--- config.mk ---
export PLATFORM = sky130hd
export DESIGN_NAME = multiply_divide_unit
export DESIGN_NICKNAME = d
export VERILOG_FILES = /design/src/rtl/multiply_divide_unit_pkg.sv /design/src/rtl/multiply_divide_unit_shift_subtract_step.sv /design/src/rtl/multiply_divide_unit.sv
export SDC_FILE = /design/constraint.sdc
export NUM_CORES = 1
export LEC_CHECK = 0
export BUFFER_PORTS_ARGS = -buffer_cell sky130_fd_sc_hd__buf_2
export CAP_MARGIN = 20
export CORE_MARGIN = 4
export CORE_UTILIZATION = 45
export DETAILED_ROUTE_END_ITERATION = 16
export HOLD_SLACK_MARGIN = 0.02
export PLACE_DENSITY_LB_ADDON = 0.08
export SKIP_CTS_REPAIR_TIMING = 1
export SLEW_MARGIN = 0
export SYNTH_ARGS = -nofsm -noshare
export SYNTH_HDL_FRONTEND = slang
export SYNTH_HIERARCHICAL = 1
export SYNTH_SLANG_ARGS = --single-unit
--- constraint.sdc ---
create_clock -name clk -period 3.5 [get_ports clk]
set_input_delay 1.05 -clock clk [delete_from_list [all_inputs] [get_ports clk]]
set_output_delay 1.05 -clock clk [all_outputs]
set_load 0.02 [all_outputs]
--- src/rtl/multiply_divide_unit_pkg.sv ---
// Shared op codes, FSM state encoding and op-class helpers for the HI/LO multiply/divide unit.
package multiply_divide_unit_pkg;

  localparam int MDU_OP_WIDTH = 4;

  localparam logic [MDU_OP_WIDTH-1:0] MDU_OP_NOP  = 4'd0;
  localparam logic [MDU_OP_WIDTH-1:0] MDU_OP_MUL  = 4'd1;
  localparam logic [MDU_OP_WIDTH-1:0] MDU_OP_MULU = 4'd2;
  localparam logic [MDU_OP_WIDTH-1:0] MDU_OP_DIV  = 4'd3;
  localparam logic [MDU_OP_WIDTH-1:0] MDU_OP_DIVU = 4'd4;
  localparam logic [MDU_OP_WIDTH-1:0] MDU_OP_MTHI = 4'd5;
  localparam logic [MDU_OP_WIDTH-1:0] MDU_OP_MTLO = 4'd6;
  localparam logic [MDU_OP_WIDTH-1:0] MDU_OP_MFHI = 4'd7;
  localparam logic [MDU_OP_WIDTH-1:0] MDU_OP_MFLO = 4'd8;

  typedef enum logic [1:0] {
    MDU_ST_IDLE = 2'd0,
    MDU_ST_RUN  = 2'd1,
    MDU_ST_FIX  = 2'd2
  } mdu_state_e;

  function automatic logic mdu_is_iter(input logic [MDU_OP_WIDTH-1:0] op);
    return (op == MDU_OP_MUL) || (op == MDU_OP_MULU) ||
           (op == MDU_OP_DIV) || (op == MDU_OP_DIVU);
  endfunction

  function automatic logic mdu_is_op(input logic [MDU_OP_WIDTH-1:0] op);
    return (op >= MDU_OP_MUL) && (op <= MDU_OP_MFLO);
  endfunction

endpackage

--- src/rtl/multiply_divide_unit_shift_subtract_step.sv ---
// One restoring-division iteration: shift the next dividend bit in, subtract the divisor if it fits.
module shift_subtract_step #(
  parameter int DATA_WIDTH = 32
) (
  input  logic [DATA_WIDTH-1:0] rem_i,
  input  logic                  msb_i,
  input  logic [DATA_WIDTH-1:0] divisor_i,
  output logic [DATA_WIDTH-1:0] rem_o,
  output logic                  qbit_o
);

  logic [DATA_WIDTH:0] shifted;
  logic [DATA_WIDTH:0] diff;

  assign shifted = {rem_i, msb_i};
  assign diff    = shifted - {1'b0, divisor_i};

  // Partial remainder stays below the divisor, so the top bit of diff is a clean borrow flag.
  assign qbit_o = ~diff[DATA_WIDTH];
  assign rem_o  = qbit_o ? diff[DATA_WIDTH-1:0] : shifted[DATA_WIDTH-1:0];

endmodule

--- src/rtl/multiply_divide_unit.sv ---
// Iterative radix-2 multiply/divide unit owning the architectural HI/LO pair.
module multiply_divide_unit
  import multiply_divide_unit_pkg::*;
#(
  parameter int DATA_WIDTH = 32
) (
  input  logic                    clk,
  input  logic                    rst_n,
  input  logic                    en,
  input  logic [MDU_OP_WIDTH-1:0] op,
  input  logic                    flush,
  input  logic [DATA_WIDTH-1:0]   rs,
  input  logic [DATA_WIDTH-1:0]   rt,
  output logic [DATA_WIDTH-1:0]   rd,
  output logic                    stall,
  output logic                    busy,
  output logic                    done,
  output logic [DATA_WIDTH-1:0]   hi,
  output logic [DATA_WIDTH-1:0]   lo
);

  localparam int W  = DATA_WIDTH;
  localparam int CW = $clog2(DATA_WIDTH + 1);

  function automatic logic [W-1:0] negate_if(input logic [W-1:0] x, input logic neg);
    return neg ? (~x + W'(1)) : x;
  endfunction

  function automatic logic [2*W-1:0] negate_wide_if(input logic [2*W-1:0] x, input logic neg);
    return neg ? (~x + (2*W)'(1)) : x;
  endfunction

  mdu_state_e      state_q;
  logic [CW-1:0]   cnt_q;
  logic            busy_q;
  logic            done_q;
  logic [W-1:0]    hi_q;
  logic [W-1:0]    lo_q;

  logic [2*W-1:0]  acc_q;
  logic [2*W-1:0]  acc_d;
  logic [W-1:0]    opb_q;
  logic [W-1:0]    rs_q;
  logic            is_div_q;
  logic            neg_q_q;
  logic            neg_r_q;
  logic            dz_q;

  logic            accept;
  logic            op_signed;
  logic            sign_a;
  logic            sign_b;
  logic [W:0]      mul_sum;
  logic [W-1:0]    div_rem;
  logic            div_qbit;
  logic [2*W-1:0]  prod;
  logic [W-1:0]    hi_fix;
  logic [W-1:0]    lo_fix;

  assign accept    = (state_q == MDU_ST_IDLE) && en && !flush && mdu_is_iter(op);
  assign op_signed = (op == MDU_OP_MUL) || (op == MDU_OP_DIV);
  assign sign_a    = op_signed & rs[W-1];
  assign sign_b    = op_signed & rt[W-1];

  shift_subtract_step #(.DATA_WIDTH(W)) u_step (
    .rem_i     (acc_q[2*W-1:W]),
    .msb_i     (acc_q[W-1]),
    .divisor_i (opb_q),
    .rem_o     (div_rem),
    .qbit_o    (div_qbit)
  );

  // Multiply keeps the product high half above the shrinking multiplier; divide keeps {remainder, dividend/quotient}.
  assign mul_sum = {1'b0, acc_q[2*W-1:W]} + {1'b0, opb_q};

  always_comb begin
    acc_d = acc_q;
    if (is_div_q) begin
      acc_d = {div_rem, acc_q[W-2:0], div_qbit};
    end else if (acc_q[0]) begin
      acc_d = {mul_sum, acc_q[W-1:1]};
    end else begin
      acc_d = {1'b0, acc_q[2*W-1:1]};
    end
  end

  always_comb begin
    prod   = negate_wide_if(acc_q, neg_q_q);
    hi_fix = prod[2*W-1:W];
    lo_fix = prod[W-1:0];
    if (is_div_q) begin
      if (dz_q) begin
        hi_fix = rs_q;
        lo_fix = '1;
      end else begin
        hi_fix = negate_if(acc_q[2*W-1:W], neg_r_q);
        lo_fix = negate_if(acc_q[W-1:0], neg_q_q);
      end
    end
  end

  always_ff @(posedge clk) begin
    if (accept) begin
      acc_q    <= {{W{1'b0}}, negate_if(rs, sign_a)};
      opb_q    <= negate_if(rt, sign_b);
      rs_q     <= rs;
      is_div_q <= (op == MDU_OP_DIV) || (op == MDU_OP_DIVU);
      neg_q_q  <= sign_a ^ sign_b;
      neg_r_q  <= sign_a;
      dz_q     <= (rt == '0);
    end else if (state_q == MDU_ST_RUN) begin
      acc_q <= acc_d;
    end
  end

  // Flush overrides everything, including an accept or MTHI/MTLO in the same cycle.
  always_ff @(posedge clk or negedge rst_n) begin
    if (!rst_n) begin
      state_q <= MDU_ST_IDLE;
      cnt_q   <= '0;
      busy_q  <= 1'b0;
      done_q  <= 1'b0;
      hi_q    <= '0;
      lo_q    <= '0;
    end else begin
      done_q <= 1'b0;
      if (flush) begin
        state_q <= MDU_ST_IDLE;
        busy_q  <= 1'b0;
      end else begin
        case (state_q)
          MDU_ST_IDLE: begin
            if (en) begin
              if (mdu_is_iter(op)) begin
                state_q <= MDU_ST_RUN;
                cnt_q   <= CW'(W);
                busy_q  <= 1'b1;
              end else if (op == MDU_OP_MTHI) begin
                hi_q <= rs;
              end else if (op == MDU_OP_MTLO) begin
                lo_q <= rs;
              end
            end
          end
          MDU_ST_RUN: begin
            cnt_q <= cnt_q - CW'(1);
            if (cnt_q == CW'(1)) begin
              state_q <= MDU_ST_FIX;
            end
          end
          MDU_ST_FIX: begin
            hi_q    <= hi_fix;
            lo_q    <= lo_fix;
            done_q  <= 1'b1;
            busy_q  <= 1'b0;
            state_q <= MDU_ST_IDLE;
          end
          default: state_q <= MDU_ST_IDLE;
        endcase
      end
    end
  end

  assign stall = busy_q & en & mdu_is_op(op);

  always_comb begin
    rd = '0;
    if (en && (state_q == MDU_ST_IDLE)) begin
      if (op == MDU_OP_MFHI) begin
        rd = hi_q;
      end else if (op == MDU_OP_MFLO) begin
        rd = lo_q;
      end
    end
  end

  assign busy = busy_q;
  assign done = done_q;
  assign hi   = hi_q;
  assign lo   = lo_q;

endmodule

# After elaboration in Yosys (flattened, before gate mapping)
# Index checks and enable logic that the tools add are counted.
[totals] register_bits=206 inputBits=72 output_inout_bits=99
[op_classes] add_sub_neg=8 magnitude_cmp=2 n_eq_ne=20 mux=40 n_bitwise=12 reduce_logical=21
[ops] op="$mux W32" count=21
[ops] op="$mux W64" count=3
[ops] op="$add A32 B1 Y32 const B" count=4
[ops] op="$not A32 Y32" count=4
[ops] op="$pmux W32 S2" count=2
[ops] op="$add A64 B1 Y64 const B" count=1
[ops] op="$not A64 Y64" count=1
[ops] op="$add A32 B32 Y33" count=1
[ops] op="$sub A33 B32 Y33" count=1
[ops] op="$logic_not A32 Y1" count=1
[ops] op="$eq A4 B3 Y1 const B" count=4
[ops] op="$mux W6" count=2
[ops] op="$pmux W6 S2" count=1
[ops] op="$eq A4 B2 Y1 const B" count=2
[ops] op="$mux W2" count=4
[ops] op="$eq A6 B1 Y1 const B" count=1
[ops] op="$ne A2 B1 Y1 const B" count=3
[ops] op="$ne A2 B2 Y1 const B" count=3
[ops] op="$ne A3 B2 Y1 const B" count=2
[ops] op="$reduce_and A3 Y1" count=2
[ops] op="$reduce_and A6 Y1" count=1
[ops] op="$reduce_bool A2 Y1" count=3
[ops] op="$sub A6 B1 Y6 const B" count=1
[ops] op="$logic_or A1 B1 Y1" count=5
[ops] op="19 further kinds" count=30

# Logic depth before layout (Yosys ltp)
# Gate-level depths: netlist of run 1.
[depth] ltp_word=8 depth_mapped=20 ltp_nobuf=18

# Modules after synthesis
# The synthesis of run 1 kept the hierarchy.
[by_module_without_submodules] mod="multiply_divide_unit" n_inst=1 cells_each=1753 area_per_inst_um2=14779.2
[by_module_without_submodules] mod="shift_subtract_step" n_inst=1 cells_each=305 area_per_inst_um2=2358.5

# Worst setup path after synthesis of run 1
# OpenSTA, ideal clock, no wires.
[synth_path] path_type="input port to flip-flop" start="in op[3]" end="reg acc_q[25], data pin" setup_time_ps=369 arrival_time_ps=4463 setup_slack_ps=-1331 path_stages=7 n_path_buf=3 cell_sequence="clkbuf_1 -> or3b_2 -> or3_1 -> clkbuf_1 -> inv_2 -> clkbuf_1 -> a21oi_1"
[synth_between] elab_chain_cells=6 word_cells_on_any_way=12 cone_classes="eq/ne (4); mux (2); bitwise (1); reduce/logical (5)"
[synth_rtl] element="from (decl)" line="multiply_divide_unit.sv:10" source="input logic [MDU_OP_WIDTH-1:0] op,"
[synth_rtl] element="$eq A4 B1 Y1 / $eq A4 B2 Y1 (equally long branches)" line="multiply_divide_unit_pkg.sv:23" source="return (op == MDU_OP_MUL) || (op == MDU_OP_MULU) ||"
[synth_rtl] element="$logic_or A1 B1 Y1 (2 in a row)" line="multiply_divide_unit_pkg.sv:23"
[synth_rtl] element="$logic_or A1 B1 Y1 *" line="multiply_divide_unit_pkg.sv:24" source="(op == MDU_OP_DIV) || (op == MDU_OP_DIVU);"
[synth_rtl] element="$logic_and A1 B1 Y1 *" line="multiply_divide_unit.sv:60" source="assign accept = (state_q == MDU_ST_IDLE) && en && !flush && mdu_is_iter(op);"
[synth_rtl] element="via accept" line="multiply_divide_unit.sv:49" source="logic accept;"
[synth_rtl] element="$mux W32 *" line="multiply_divide_unit.sv:103" source="if (accept) begin"
[synth_rtl] element="to (signal assigned)" line="multiply_divide_unit.sv:104" source="acc_q <= {{W{1'b0}}, negate_if(rs, sign_a)};"
[synth_rtl] element="to (decl)" line="multiply_divide_unit.sv:40" source="logic [2*W-1:0] acc_q;"
# Mark *: on every way through the listed nets, which the timed path passes. The rest lies on a longest branch.
# A chain may end at the register's enable or synchronous reset.

# Worst setup path after layout of run 1
[layout_path] start="reg acc_q[31]" end="reg acc_q[51]"
[layout_between] elab_chain_cells=3
[layout_rtl] element="$sub A33 B32 Y33" line="multiply_divide_unit_shift_subtract_step.sv:16" source="assign diff = shifted - {1'b0, divisor_i};"
[layout_rtl] element="$mux W32" line="multiply_divide_unit_shift_subtract_step.sv:20" source="assign rem_o = qbit_o ? diff[DATA_WIDTH-1:0] : shifted[DATA_WIDTH-1:0];"
[layout_rtl] element="via div_rem[19]" line="multiply_divide_unit.sv:54" source="logic [W-1:0] div_rem;"
[layout_rtl] element="$mux W64" line="multiply_divide_unit.sv:78" source="if (is_div_q) begin"
# The timed path passes the listed nets, and every way through them passes these cells.

==> run_results.csv, run 1 <==
group,metric,value,unit
clock_network,root_buffer,"clkbuf_16",
detailed_routing,drc,0,
detailed_routing,drt_iter0_drc,1485,
cells_and_area,final_area,0.02059,mm²
cells_and_area,fillers,3633,
cells_and_area,multi_input_area,0.01091,mm²
timing,fin_tns_setup,-2741,ps
clock_network,tritoncts,"done",
clock_network,clk_pin_slew,60,ps
pwr,switching_share,42.83,%
logic_synthesis,synth_edf_count,100,
detailed_routing,wirelength,62230,µm
cells_and_area,nets,2442,
grt,antenna_found_initial,0,
detailed_routing,num_vias,17150,
cells_and_area,seq_area,0.005497,mm²
cells_and_area,post-route-util,54.78,%
floorplan,start_util,45.61,%
detailed_routing,routedWlPerCell,21.99,µm
worst_setup_path,reg2reg_depth,19,
timing,fin_worst_skew,20.46,ps
grt,grt_max_degree,82,
logic_synthesis,syn_area,0.01714,mm²
floorplan,die_x,203.2,µm
worst_setup_path,cp_data_arrival_time,4120,ps
timing,finalMaxSlewViolations,0,
clock_network,cts_buffers,27,
placement,post_dp_cell_area,0.01947,mm²
floorplan,core_area,0.03758,mm²
detailed_routing,first_pass_iters,5,
grt,grtUsageTotal,29.01,%
logic_synthesis,synth-seq-area-share,32.07,%
clock_network,cts.path.max_buffers,3,
pwr,ir_drop,0.4242,mV
worst_setup_path,crit_required,3900,ps
floorplan,dieArea,0.04127,mm²
logic_synthesis,synth_cell_type_count,104,
grt,grt.overflow.total,0,
worst_setup_path,crit_fanout,13,
pwr,pwr-share-comb,55.3,%
pwr,pwr_density_cell,715.6,mW/mm²
clock_network,clk_latency,570,ps
cells_and_area,stdcell_count,2830,
flow_run,cap_violations,0,
logic_synthesis,ys_async_sr_fraction,35.92,%
pwr,p_int,8422,µW
logic_synthesis,synth_seq_cells,206,
pwr,clkPwrFrac,20.0,%
worst_setup_path,crit_path_start_kind,"flop",
timing,fmax,269.0,MHz
logic_synthesis,syn_avg_cell_area,8.327,µm²
logic_synthesis,postSynthCellCount,2058,
placement,place_congestion,0.9498,
floorplan,die_h,203.2,µm
min_path,hold_path_class,"in2async",
pwr,p_seq_share,24.7,%
logic_synthesis,ys_warn_count,6,
placement,dp_hpwl,46610,µm
detailed_routing,ant_nets,0,
cells_and_area,layout-area-overhead-vs-synth,20.12,%
timing,rsz0062_at_grt,"yes",
timing,maxSlewHeadroom,37.82,%
detailed_routing,vias_per_cell,6.060,
cells_and_area,antenna_cells,0,
timing,setup_violations,24,
floorplan,row_count,71,
outcome,status,"finished with violations",
logic_synthesis,synth_ff_type,"edfxtp_1",
worst_setup_path,crit_type,"reg2reg",
placement,placed_cells,2770,
outcome,violations,"negative setup slack",
clock_network,numClockSinks,206,
grt,grt_pass1_vias,16430,
cells_and_area,drive_above_1_share,21.35,%
timing,hold_viol_final,0,
placement,port-buffer-count,170,
clock_network,htreeDepth,1,
pwr,switchingPower,6309,µW
grt,grt_pass1_wl,95790,µm
pwr,p_total,14730,µW
timing,fin_crit_sh,106.2,%
timing,worstMarginPinSlew,932.7,ps
timing,period_needed,3717,ps
timing,timing.final.ws_setup,-217.0,ps
pwr,p_leak,0.008806,µW
logic_synthesis,syn_nets,2202,
floorplan,boundaryPins,171,
worst_setup_path,cp-end-kind,"flop",
-- layer usage --
metal,wire length (µm),part of all wire (%),GRT usage (%)
met5,0,0,0
met4,1504,2.4,7.589
met3,4008,6.4,3.053
met2,28080,45,45.93
met1,28640,46,42.68
-- through the flow --
stage / setup slack [ps] / hold WS (ps)
finish: -217.0 / 485.5
detailed placement: -220.1 / 494.6
global route: -340.3 / 522.7
CTS: -190.3 / 506.6
floorplan: -170.1 / 487.9
global placement: -199.1 / 488.6
-- final cells by class --
class / count / area share [%]
clock buffers: 39 / 3.647
well taps: 511 / 3.106
clock inverters: 11 / 0.8266
inverters: 69 / 1.325
flip-flops and latches: 206 / 26.70
repair buffers: 348 / 11.38
multi-input cells: 1646 / 53.01
-- placed cells by master (no fill, tap or decap), drive strengths merged, types with 16 or more instances in the layout --
cell type	n
a211oi	23
a21o	32
a21oi	170
a22oi	37
a31oi	31
and3	23
buf	348
clkbuf	39
dfrtp	74
dfxtp	32
edfxtp	100
ha	70
inv	68
mux2	30
mux2i	49
nand2	199
nand2b	18
nand3	52
nor2	155
nor2b	23
nor3	47
nor4	21
o21ai	196
o22ai	26
o31ai	29
or3	40
or4	16
xnor2	73
xor2	93
-- flip-flops by register name, indices dropped and copies added, names as in the netlist --
register  cells
acc_q        64
lo           32
hi           32
done          1
busy          1
neg_q_q       1
is_div_q      1
dz_q          1
state_q       2
rs_q         32
neg_r_q       1
opb_q        32
cnt_q         6
-- power groups by stage --
stage | clock network (µW) | registers [µW] | logic, µW
after global placement | 0 | 3660 | 7660
final | 2950 | 3630 | 8150
after global routing | 3100 | 3700 | 8870
after CTS | 3000 | 3640 | 7790
after floorplan | 0 | 3920 | 5080
after detailed placement | 0 | 3680 | 7740
-- critical path: stages (launching register included) --
cell and delay [ps]:
edfxtp_1 380, inv_1 60, ha_2 200, fa_2 340, and2b_1 240, o2111ai_2 160
a21oi_2 250, o2111ai_4 210, a211oi_4 330, nor2_4 70, mux2i_4 190, and2_4 170
inv_8 70, buf_12 150, buf_4 120, mux2_4 280, inv_1 50, a21oi_1 50
a31oi_1 170, a21oi_1 50
-- synthesized netlist by cell type (46+ instances only) --
cell type / count / area [µm²]
nand2_1: 199 / 747.0
o21ai_0: 194 / 970.9
a21oi_1: 168 / 840.8
nor2_1: 154 / 578.1
clkbuf_1: 114 / 427.9
edfxtp_1: 100 / 3003
xor2_1: 93 / 814.5
dfrtp_1: 74 / 1852
xnor2_1: 73 / 639.4
ha_1: 70 / 875.8
inv_1: 66 / 247.7
nand3_1: 52 / 260.3
mux2i_1: 48 / 480.5
nor3_1: 46 / 230.2
-- cell families after synthesis --
logic type / Yosys count / synth area share (%)
compound gates: 669 / 24.49
xor+xnor: 166 / 8.484
buf+inv: 206 / 5.154
flops: 206 / 32.07
mux: 79 / 5.322
simple gates: 660 / 19.14
fa+ha+maj: 72 / 5.344
-- final timing paths --
kind,slack (ps),start,end
min,490,rst_n,lo[27]
max,-220,acc_q[31],acc_q[51]
max reg2reg,-220,acc_q[31],acc_q[51]
max in group asynchronous,2600,rst_n,cnt_q[0]
min in group clk,510,lo[18],lo[18]
min reg2reg,510,lo[18],lo[18]
Note: power is estimated with default switching activity, not from simulation.
==> inputs of run 2 (changes only) <==
--- a/config.mk
+++ b/config.mk
@@ -5,6 +5,7 @@
 export SDC_FILE = /design/constraint.sdc
 export NUM_CORES = 1
 export LEC_CHECK = 0
+export ABC_AREA = 1
 export BUFFER_PORTS_ARGS = -buffer_cell sky130_fd_sc_hd__buf_2
 export CAP_MARGIN = 20
 export CORE_MARGIN = 4
@@ -16,5 +17,4 @@
 export SLEW_MARGIN = 0
 export SYNTH_ARGS = -nofsm -noshare
 export SYNTH_HDL_FRONTEND = slang
-export SYNTH_HIERARCHICAL = 1
 export SYNTH_SLANG_ARGS = --single-unit
==> run_results.csv, run 2 <==
group,metric,value,unit
outcome,status,"complete, no violations",
cells_and_area,layout-area-overhead-vs-synth,12.98,%
timing,worstMarginPinSlew,993.5,ps
clock_network,tritoncts,"done",
timing,hold_viol_final,0,
pwr,switching_share,54.54,%
logic_synthesis,synth_seq_cells,206,
worst_setup_path,crit_fanout,31,
pwr,p_seq_share,23.5,%
detailed_routing,first_pass_iters,6,
cells_and_area,regMostFlops,"acc_q",
logic_synthesis,syn_nets,3549,
worst_setup_path,cp_data_arrival_time,2280,ps
grt,grt_max_degree,70,
clock_network,cts_buffers,27,
pwr,clkPwrFrac,14.3,%
logic_synthesis,syn_area,0.02015,mm²
timing,rsz0062_at_grt,"no",
placement,placed_cells,4130,
logic_synthesis,ys_top_cells_by_count,"1124 x nand2_1, 495 x inv_1, 443 x nor2_1, 234 x a21oi_1, 220 x o21ai_0",
detailed_routing,drc,0,
timing,maxSlewHeadroom,33.06,%
detailed_routing,ant_nets,0,
grt,grt_pass1_vias,20700,
cells_and_area,final_cell_mix,"1124 x nand2_1, 495 x inv_1, 439 x nor2_1",
floorplan,boundaryPins,171,
floorplan,row_count,77,
timing,fin_tns_setup,0,ps
cells_and_area,stdcell_count,4181,
clock_network,htreeDepth,1,
timing,fmax,300.7,MHz
cells_and_area,layout_commonest_cell,"nand2_1",
grt,grt.overflow.total,0,
clock_network,clk_pin_slew,50,ps
min_path,hold_path_class,"in2async",
pwr,pwr-share-comb,62.2,%
logic_synthesis,postSynthCellCount,3405,
logic_synthesis,synth_ff_type,"edfxtp_1",
pwr,pwr_density_cell,872.3,mW/mm²
timing,fin_worst_skew,18.89,ps
timing,period_needed,3325,ps
pwr,switchingPower,10830,µW
logic_synthesis,synth_cell_type_count,54,
floorplan,die_x,219.6,µm
cells_and_area,nets,3711,
logic_synthesis,yosysMostFrequentCell,"nand2_1",
logic_synthesis,synth_edf_count,100,
floorplan,core_area,0.04422,mm²
worst_setup_path,crit_required,2450,ps
flow_run,cap_violations,0,
floorplan,start_util,45.58,%
logic_synthesis,synth-seq-area-share,27.27,%
worst_setup_path,crit_type,"in2out",
timing,fin_crit_sh,95.01,%
clock_network,clk_latency,570,ps
cells_and_area,multi_input_area,0.01228,mm²
detailed_routing,wirelength,84470,µm
cells_and_area,seq_area,0.005495,mm²
placement,port-buffer-count,170,
floorplan,die_h,219.6,µm
worst_setup_path,cp-end-kind,"output pin",
placement,dp_hpwl,66830,µm
pwr,ir_drop,0.5984,mV
placement,place_congestion,0.9884,
worst_setup_path,reg2reg_depth,15,
grt,antenna_found_initial,0,
logic_synthesis,synth_area_leaders,"nand2_1 21%, edfxtp_1 15%, inv_1 9.2%, dfrtp_1 9.2%, nor2_1 8.3%",
logic_synthesis,yosys.area.top_type_share,20.93,%
detailed_routing,vias_per_cell,5.507,
clock_network,cts.path.max_buffers,3,
grt,grt_pass1_wl,125100,µm
logic_synthesis,syn_avg_cell_area,5.919,µm²
logic_synthesis,yosysTopAreaCell,"nand2_1",
pwr,p_leak,0.01172,µW
pwr,p_int,9029,µW
clock_network,root_buffer,"clkbuf_16",
cells_and_area,largest_reg_flops,64,
detailed_routing,routedWlPerCell,20.20,µm
grt,grtUsageTotal,33.71,%
clock_network,numClockSinks,206,
floorplan,dieArea,0.04824,mm²
detailed_routing,drt_iter0_drc,2514,
logic_synthesis,ys_async_sr_fraction,35.92,%
timing,setup_violations,0,
cells_and_area,fillers,4692,
detailed_routing,num_vias,23020,
worst_setup_path,crit_path_start_kind,"primary input",
cells_and_area,drive_above_1_share,9.504,%
logic_synthesis,ys_warn_count,0,
timing,finalMaxSlewViolations,0,
run 2: cell count changes after synthesis, sizes merged, moves of 35 or more:
cell / delta
mux2i: -49
inv: +435
nor2: +296
or3: -40
xnor2: -61
clkbuf: -55
a21oi: +71
nand2: +942
a22oi: -35
o21ai: +36
nand3: +161
run 2: final cells by class:
class	instances	share of cell area, %
clock buffers	38	3.192
clock inverters	12	0.6649
inverters	508	8.380
repair buffers	241	6.418
diodes	1	0.01099
well taps	592	3.253
flip-flops and latches	206	24.13
multi-input cells	2583	53.95
run 2: cells by family after synthesis:
| group | count (synthesis) | share of synthesized area (%) |
|---|---|---|
| AOI/OAI and AO/OA | 521 | 13.88 |
| xor gates and xnor gates | 93 | 4.041 |
| adders and majority gates | 72 | 4.544 |
| buffers and inverters | 616 | 11.88 |
| DFF | 206 | 27.27 |
| and+or+nand+nor | 1897 | 38.39 |
run 2: final timing paths:
check / from / end / slack, ps
setup reg to reg: acc_q[50] / acc_q[32] / 470
hold reg to reg: lo[2] / lo[2] / 510
max in group asynchronous: rst_n / cnt_q[5] / 2460
setup / recovery: op[0] / rd[1] / 170
hold / removal: rst_n / hi[7] / 390
min in group clk: lo[2] / lo[2] / 510
run 2: worst max-delay path, stage by stage:
cell,delay (ps)
buf_2,130
nor2_1,180
nand3_1,150
inv_1,130
buf_12,190
nand2_1,80
a21oi_1,150
buf_2,180
run 2: layer usage:
layer  GRT usage (%)  vias up  wire (µm)
met5               0        -          0
li1                -    11100          -
met1           51.50    10690      39030
met3           5.171      119       8036
met4           6.636        0       1930
met2           50.54     1114      35480
run 2: power groups by stage:
stage / clock (µW) / sequential (µW) / combinational [µW]
floorplan: 0 / 4730 / 7540
global placement: 0 / 4620 / 11900
detailed placement: 0 / 4630 / 12000
CTS: 2880 / 4600 / 12100
global route: 2970 / 4710 / 13500
finish: 2850 / 4660 / 12400
run 2: stage by stage:
step                power (µW)  instance area, µm²  utilization [%]  setup slack [ps]  hold slack, ps
floorplan                12270               20150                -             186.7           472.6
global placement         16550               21890            49.50             295.6           490.3
detailed placement       16640               21890            49.50             184.0           491.8
CTS                      19570               22770            51.49             185.0           389.0
global route             21230               22770            51.49             61.02           404.3
finish                   19860               22770            51.49             174.5           390.2
==> inputs of run 3 (changes only) <==
--- a/config.mk
+++ b/config.mk
@@ -10,9 +10,11 @@
 export CAP_MARGIN = 20
 export CORE_MARGIN = 4
 export CORE_UTILIZATION = 45
+export CTS_CLUSTER_DIAMETER = 40
 export DETAILED_ROUTE_END_ITERATION = 16
 export HOLD_SLACK_MARGIN = 0.02
 export PLACE_DENSITY_LB_ADDON = 0.08
+export RECOVER_POWER = 25
 export SKIP_CTS_REPAIR_TIMING = 1
 export SLEW_MARGIN = 0
 export SYNTH_ARGS = -nofsm -noshare
==> run_results.csv, run 3 (synthesis gave the netlist of run 2 again) <==
group,metric,value,unit
outcome,status,"finished with violations",
outcome,violations,"max-capacitance violations, max-slew violations",
worst_setup_path,ff2ff_setup_slack,590,ps
grt,grt_max_degree,70,
worst_setup_path,cp-end-kind,"output pin",
worst_setup_path,crit_fanout,31,
cells_and_area,seq_area,0.005495,mm²
cells_and_area,post-route-util,52.36,%
grt,grt_pass1_vias,20730,
worst_setup_path,r2r_start,"acc_q[31]",
clock_network,root_buffer,"clkbuf_16",
timing,fmax,300.7,MHz
placement,port-buffer-count,170,
cells_and_area,nets,3723,
grt,grtUsageTotal,33.81,%
timing,fin_worst_skew,48.08,ps
worst_setup_path,cp_data_arrival_time,2280,ps
timing,finalMaxSlewViolations,41,
clock_network,cts_buffers,39,
timing,fin_crit_sh,95.02,%
detailed_routing,wirelength,84030,µm
detailed_routing,routedWlPerCell,20.00,µm
worst_setup_path,reg2reg_depth,18,
cells_and_area,layout-area-overhead-vs-synth,14.89,%
floorplan,die_x,219.6,µm
cells_and_area,layout_commonest_cell,"nand2_1",
placement,dp_hpwl,66830,µm
detailed_routing,first_pass_iters,6,
pwr,p_leak,0.01182,µW
worst_setup_path,crit_type,"in2out",
timing,maxSlewHeadroom,-34.08,%
grt,grt_pass1_wl,125000,µm
floorplan,die_h,219.6,µm
min_path,min_to,"lo[2]",
grt,antenna_found_initial,1,
min_path,hold_path_class,"reg2reg",
worst_setup_path,crit_path_start_kind,"primary input",
detailed_routing,drc,0,
detailed_routing,num_vias,22980,
cells_and_area,regMostFlops,"acc_q",
timing,worstMarginPinSlew,2011,ps
clock_network,clk_pin_slew,60,ps
clock_network,clk_latency,580,ps
clock_network,tritoncts,"done",
timing,fin_tns_setup,0,ps
placement,place_congestion,0.9884,
detailed_routing,vias_per_cell,5.468,
cells_and_area,final_cell_mix,"1124 x nand2_1, 497 x inv_1, 440 x nor2_1",
detailed_routing,ant_nets,0,
timing,holdWs,507.6,ps
pwr,ir_drop,0.5970,mV
min_path,min_from,"lo[2]",
worst_setup_path,crit_required,2450,ps
clock_network,cts.path.max_buffers,3,
timing,setup_violations,0,
timing,period_needed,3326,ps
flow_run,cap_violations,1,
cells_and_area,drive_above_1_share,9.030,%
cells_and_area,multi_input_area,0.01228,mm²
timing,hold_viol_final,0,
floorplan,row_count,77,
floorplan,core_area,0.04422,mm²
cells_and_area,antenna_cells,0,
floorplan,start_util,45.58,%
timing,rsz0062_at_grt,"no",
min_path,holdPathStages,2,
floorplan,dieArea,0.04824,mm²
clock_network,numClockSinks,206,
floorplan,boundaryPins,171,
worst_setup_path,timing.rr.end,"acc_q[44]",
pwr,pwr_density_cell,899.3,mW/mm²
cells_and_area,fillers,4662,
cells_and_area,largest_reg_flops,64,
detailed_routing,drt_iter0_drc,2581,
grt,grt.overflow.total,0,
clock_network,htreeDepth,2,
## run 3: cell count changes in the layout (fill, tap and decap cells not counted), moves of 2 or more
cell        before  now
clkinvlp_4       1    4
clkbuf_1        10   43
buf_2          169  135
inv_2            9    7
inv_1          495  497
inv_6            2    6
clkinv_2         4    6
buf_4           66   61
clkbuf_2         0    2
clkbuf_16       27   41
## run 3: final cells by class
class	count	area share, %
inverters	508	8.240
repair buffers	241	5.987
clock buffers	48	4.631
multi-input cells	2583	53.04
well taps	592	3.199
flip-flops and latches	206	23.73
clock inverters	24	1.173
## run 3: how the worst max path moves through the flow
stage | startpoint | endpoint | slack (ps) | depth (start not counted)
floorplan | op[2] | acc_q[22] | 190 | 9
global placement | op[0] | rd[7] | 300 | 8
detailed placement | op[0] | rd[1] | 180 | 8
CTS | op[0] | rd[1] | 190 | 8
global route | op[3] | rd[0] | 50 | 8
finish | op[0] | rd[1] | 170 | 8
## run 3: critical path, stage by stage
cell and delay, ps:
buf_2 120, nor2_1 170, nand3_1 150, inv_1 130
buf_12 190, nand2_1 80, a21oi_1 150, buf_2 180
## run 3: layer usage
metal / wire length (µm) / up-vias / global-route usage [%]
met5: 7 / - / 0
met4: 1912 / 2 / 7.766
met3: 8465 / 108 / 6.109
met2: 35090 / 1127 / 49.81
met1: 38550 / 10590 / 51.33
li1: - / 11150 / -
## run 3: per-stage QoR
step | instances | total power [µW] | setup WS, ps | cell area [µm²]
floorplan | 3405 | 12270 | 186.7 | 20150
global placement | 4130 | 16550 | 295.6 | 21890
detailed placement | 4130 | 16640 | 184.0 | 21890
CTS | 4202 | 20580 | 185.0 | 23230
global route | 4202 | 22250 | 46.94 | 23160
finish | 4202 | 20820 | 174.3 | 23160
## run 3: report_power, final
group | total, µW | switching, µW | internal (µW)
clock | 3860 | 1420 | 2440
sequential | 4640 | 1110 | 3540
combinational | 12300 | 8510 | 3810
